[config.mk]
export PLATFORM = sky130hd
export DESIGN_NAME = row_packer
export DESIGN_NICKNAME = d
export VERILOG_FILES = /design/src/rtl/row_packer_pkg.sv /design/src/rtl/row_packer.sv
export SDC_FILE = /design/constraint.sdc
export NUM_CORES = 2
export LEC_CHECK = 0
export BUFFER_PORTS_ARGS = -buffer_cell sky130_fd_sc_hd__clkbuf_2
export CORE_MARGIN = 5
export CORE_UTILIZATION = 45
export CTS_BUF_LIST = sky130_fd_sc_hd__clkbuf_8
export CTS_CLUSTER_DIAMETER = 200
export CTS_CLUSTER_SIZE = 14
export DETAILED_ROUTE_END_ITERATION = 7
export PLACE_DENSITY = 0.69
export SLEW_MARGIN = 20
export SYNTH_ARGS = -nofsm -noshare
export SYNTH_HDL_FRONTEND = slang
export SYNTH_SLANG_ARGS = --single-unit
[constraint.sdc]
create_clock -name clk -period 3.19 [get_ports clk]
set_input_delay 0.4785 -clock clk [delete_from_list [all_inputs] [get_ports clk]]
set_output_delay 0.4785 -clock clk [all_outputs]
set_load 0.005 [all_outputs]
[src/rtl/row_packer_pkg.sv]
// Shared privacy-pipeline word/line geometry used by the row packer.
package row_packer_pkg;

  localparam int unsigned WORD_BITS      = 32;
  localparam int unsigned LINE_BITS      = 512;
  localparam int unsigned WORDS_PER_LINE = 16;

endpackage

[src/rtl/row_packer.sv]
// Packs rows of COL_COUNT 32-bit fields densely into 512-bit lines; the last
// line of each stream is padded with PAD_WORD and flagged with output_last.
module row_packer
  import row_packer_pkg::*;
#(
  parameter int unsigned COL_COUNT = 3,
  parameter logic [31:0] PAD_WORD  = 32'h0
) (
  input  logic                           clk,
  input  logic                           rst,
  input  logic [COL_COUNT*WORD_BITS-1:0] input_data,
  input  logic                           input_valid,
  input  logic                           input_last,
  output logic                           input_ready,
  output logic [LINE_BITS-1:0]           output_data,
  output logic                           output_valid,
  output logic                           output_last,
  input  logic                           output_ready
);

  localparam int unsigned ACC_WORDS = WORDS_PER_LINE + COL_COUNT - 1;
  localparam int unsigned FILL_W    = $clog2(WORDS_PER_LINE + COL_COUNT);

  typedef enum logic {ACCUM, FLUSH} state_t;
  typedef logic [ACC_WORDS-1:0][WORD_BITS-1:0] acc_t;

  state_t               state, state_d;
  acc_t                 acc, acc_d, merged;
  logic [FILL_W-1:0]    fill, fill_d, nf;
  logic [LINE_BITS-1:0] data_d;
  logic                 valid_d, last_d;
  logic                 out_free, accept;

  // First n slots of src, remaining lanes padded.
  function automatic logic [LINE_BITS-1:0] pad_line(input acc_t src, input logic [FILL_W-1:0] n);
    logic [LINE_BITS-1:0] line;
    line = '0;
    for (int unsigned i = 0; i < WORDS_PER_LINE; i++)
      line[i*WORD_BITS +: WORD_BITS] = (i < 32'(n)) ? src[i] : PAD_WORD;
    return line;
  endfunction

  assign out_free    = !output_valid || output_ready;
  assign input_ready = (state == ACCUM) && out_free && !rst;
  assign accept      = input_valid && input_ready;
  assign nf          = fill + FILL_W'(COL_COUNT);

  always_comb begin
    merged = acc;
    for (int unsigned i = 0; i < ACC_WORDS; i++)
      if (i >= 32'(fill) && i < 32'(fill) + COL_COUNT)
        merged[i] = input_data[(i - 32'(fill))*WORD_BITS +: WORD_BITS];
  end

  always_comb begin
    state_d = state;
    fill_d  = fill;
    acc_d   = acc;
    data_d  = output_data;
    valid_d = output_valid && !output_ready;
    last_d  = output_last;
    unique case (state)
      ACCUM: begin
        if (accept) begin
          if (nf < FILL_W'(WORDS_PER_LINE)) begin
            acc_d = merged;
            if (input_last) begin
              data_d  = pad_line(merged, nf);
              valid_d = 1'b1;
              last_d  = 1'b1;
              fill_d  = '0;
            end else begin
              fill_d = nf;
            end
          end else begin
            data_d  = pad_line(merged, FILL_W'(WORDS_PER_LINE));
            valid_d = 1'b1;
            // Words past the line boundary slide down to slot 0.
            for (int unsigned i = 0; i < ACC_WORDS - WORDS_PER_LINE; i++)
              acc_d[i] = merged[i + WORDS_PER_LINE];
            fill_d = nf - FILL_W'(WORDS_PER_LINE);
            last_d = input_last && (nf == FILL_W'(WORDS_PER_LINE));
            if (input_last && (nf != FILL_W'(WORDS_PER_LINE)))
              state_d = FLUSH;
          end
        end
      end
      FLUSH: begin
        if (out_free) begin
          data_d  = pad_line(acc, fill);
          valid_d = 1'b1;
          last_d  = 1'b1;
          fill_d  = '0;
          state_d = ACCUM;
        end
      end
      default: state_d = ACCUM;
    endcase
  end

  always_ff @(posedge clk) begin
    if (rst) begin
      state        <= ACCUM;
      fill         <= '0;
      acc          <= '0;
      output_data  <= '0;
      output_valid <= 1'b0;
      output_last  <= 1'b0;
    end else begin
      state        <= state_d;
      fill         <= fill_d;
      acc          <= acc_d;
      output_data  <= data_d;
      output_valid <= valid_d;
      output_last  <= last_d;
    end
  end

endmodule
==> summary.txt <==
Power and ir drop
  – Sw power: 7.689 mW
  – VDD IR-drop max: 0.3383 mV
  – Flop pwr share: 0.554
  – Comb power frac: 0.160
  – Clock power frac: 0.286
  – Int Power: 17.81 mW
  – Power Dens Cells: 435.4 mW/mm2
  – Sw Ratio: 0.3016
  – Cell leakage power: 24.70 nW

Synth
  – Compound-cell area share of the yosys netlist: 0.2217
  – Synth Instances: 5982
  – Post-synthesis cell type count: 68
  – Seq cells post-synth: 1096
  – Post-synthesis adder-cell area fraction: 0.003722
  – Ys flop type: dfxtp_1
  – Synth Area in Simple Gates: 0.1802
  – Xor-xnor portion of the synthesized cell area: 0.002754
  – Seq/Total Area, Yosys: 0.4351
  – Syn Area/Cell: 8.430 um2
  – Post-synth EDFFs: 0
  – YS warnings: 0
  – Top post-synthesis cells by area: dfxtp_1, mux2i_1, nor2_1
  – Yosys top cell area share: 0.4351
  – Yosys top cell by area: dfxtp_1
  – Largest family of logic cells by synthesized area: compound AO/OA/AOI/OAI gates
  – Mapped Area: 0.05043 mm2
  – Synth async-reset ratio: 0
  – Net Count, Synth: 6098
  – Mux cell area share after synthesis: 0.1046

Placed design
  – PortBufs: 615
  – Gpl congestion: 0.9831
  – DP HPWL: 144.5 mm

Global routing
  – All-Layer GR Usage: 0.3408
  – Vias in the first global route: 46370
  – Antenna violations before repair: 14
  – Pin count of the biggest net entering global routing: 188
  – Grt ovf: 0
  – First-pass GRT wire length: 309.6 mm

Critical path
  – CP Capture Type: flop
  – Setup crit start: fill[1]
  – WP data arrival: 3.76 ns
  – Reg2reg start: fill[1]
  – WP data required: 3.79 ns
  – Crit path launch type: flop
  – Critical path class: reg2reg
  – CP Max Fanout: 32
  – R2r setup slk: 0.04 ns

Detailed routing
  – Routed WL: 214.9 mm
  – Iter 0 DRT Violations: 6312
  – DRC: 14
  – DR WL/cell: 26.93 um
  – Pre-Repair DR Iteration Count: 8
  – Drt via density: 6.335
  – Via count: 50559
  – Routed Antenna Nets: 0

Clocking
  – CTS sink count: 1096
  – Htree depth: 3
  – Clk_lat worst skew: 0.84 ns
  – TritonCTS clock tree: built
  – Clk slew on worst S/H paths: 0.10 ns
  – Total CTS buffers: 88
  – Clk buf depth: 3
  – Clock Tree Root: clkbuf_8

Hold path
  – Hold_sp: output_ready
  – Hold Path Class: in2reg

Die
  – Die H: 344.8 um
  – Total core area: 0.1110 mm2
  – Die area: 0.1189 mm2
  – Die Width: 344.8 um
  – Site Rows: 122
  – I/O Pins: 616
  – Starting Density: 0.4544

Job
  – Max-cap viol count: 0

STA
  – Headroom to the max-slew limit: 0.1898
  – Final setup vio count: 0
  – Worst-margin pin slew: 1.203 ns
  – Clock Skews: 0.09507 ns
  – Final Cycle Share: 0.9888
  – RSZ-0062 raised after global routing: yes
  – Hold slack: 0.08152 ns
  – Max Freq: 317.0 MHz
  – Final Hold Viols: 0
  – Slew Viols, Final: 0
  – Final min period: 3.154 ns
  – Setup TNS Final: 0 ns

Cells and area
  – Commonest non-fill, non-tap cells in the layout: dfxtp_1, nor2_1, clkbuf_2
  – Commonest non-fill, non-tap cell in the layout: dfxtp_1
  – Final core occ: 0.5277
  – Fin nets: 6591
  – Area delta synth->final: 16.13%
  – Layout cell share with drive strength beyond 1: 0.2102

Run status
  – Status: complete, but fails checks
  – Failing checks: design-rule violations
per-layer routing:
metal / vias up / track usage / share of wire
met5: - / 0 / 0.00012
met4: 4 / 0.1833 / 0.062
met3: 500 / 0.07630 / 0.11
met2: 2934 / 0.5155 / 0.43
met1: 24388 / 0.4543 / 0.40
li1: 22733 / - / -
cell type report:
class	count	area, um2
flip-flops and latches	1096	21950
well taps	1488	1862
inverters	51	200.2
diodes	10	25.02
fillers	10496	52420
clock inverters	8	65.06
repair buffers	1010	6948
clock buffers	90	1239
multi-input cells	4228	26270
synth_stat cells (4+ instances only):
library cell	n
dfxtp_1	1096
nor2_1	699
clkbuf_1	471
a21oi_1	427
o21ai_0	421
nand2_1	402
nor3_1	356
mux2i_1	331
and3_1	293
a31oi_1	236
a221oi_1	158
mux2_2	144
a221o_1	96
buf_2	96
a22oi_1	92
a211oi_1	80
nand3_1	80
nor2b_1	79
inv_1	49
buf_1	35
a22o_1	33
or3_1	33
a222oi_1	32
a31o_2	32
mux2_1	30
o2bb2ai_1	28
a32oi_1	26
ha_1	15
o21ai_1	10
buf_4	7
nand2b_1	7
o211ai_1	7
xnor2_1	6
and2_1	5
nor4_1	5
o221ai_1	5
or2_2	5
a21o_1	4
nand4_1	4
o31a_1	4
worst paths after layout:
check                                  endpoint  cells past startpoint
worst max-delay path            output_data[55]                     11
worst min-delay path                      state                      4
worst max register to register  output_data[55]                     11
worst min register to register         acc[387]                      2
per-stage QoR:
stage               total power [mW]  cell area, um2  cells  worst slack [ns]
floorplan                      16.30           50430   5982          -0.01555
global placement               18.30           57050   7865         -0.003589
detailed placement             18.34           57060   7865          -0.03415
CTS                            25.42           58440   7968          -0.03055
global route                   26.22           58550   7976         -0.007365
finish                         25.50           58560   7981           0.03558
state kept, by name, indices dropped and copies added (netlist names):
signal and flops:
output_last 1, output_valid 1, acc 576, output_data 512, state 1, fill 5
power groups by stage:
stage                     Clock, mW  Combinational, mW  Sequential (mW)
after detailed placement          0               3.90             14.4
final                          7.30               4.07             14.1
after floorplan                   0               1.90             14.4
after global routing           7.86               4.22             14.2
after CTS                      7.37               3.93             14.1
after global placement            0               3.87             14.4
what timing repair did:
action / 4_1_cts / 5_1_grt
gates resized for setup: 5 / 11
hold buffers: 3 / 0
pin swaps: 1 / 1
setup buffers: 0 / 2
cloned: 2 / 1
endpoints found under the hold margin: 5 / 0
setup endpoints to repair: 95 / 303
logic make-up (layout without fill, tap and decap cells):
group / after synthesis / count (layout)
xor+xnor: 12 / 12
mux: 505 / 505
flops: 1096 / 1096
other cells: 0 / 10
simple gates: 1978 / 1978
buf+inv: 660 / 1159
fa+ha+maj: 15 / 15
compound gates: 1716 / 1718
critical path, stage by stage, from the launching register on:
cell and delay (ns):
dfxtp_4 0.38, inv_1 0.08, buf_4 0.18, ha_4 0.38, inv_1 0.23, buf_4 0.22
nor2_1 0.20, nand3_1 0.16, and3_1 0.23, buf_12 0.18, a221oi_1 0.60, nor3_1 0.09
(Power assumes the default switching activity.)
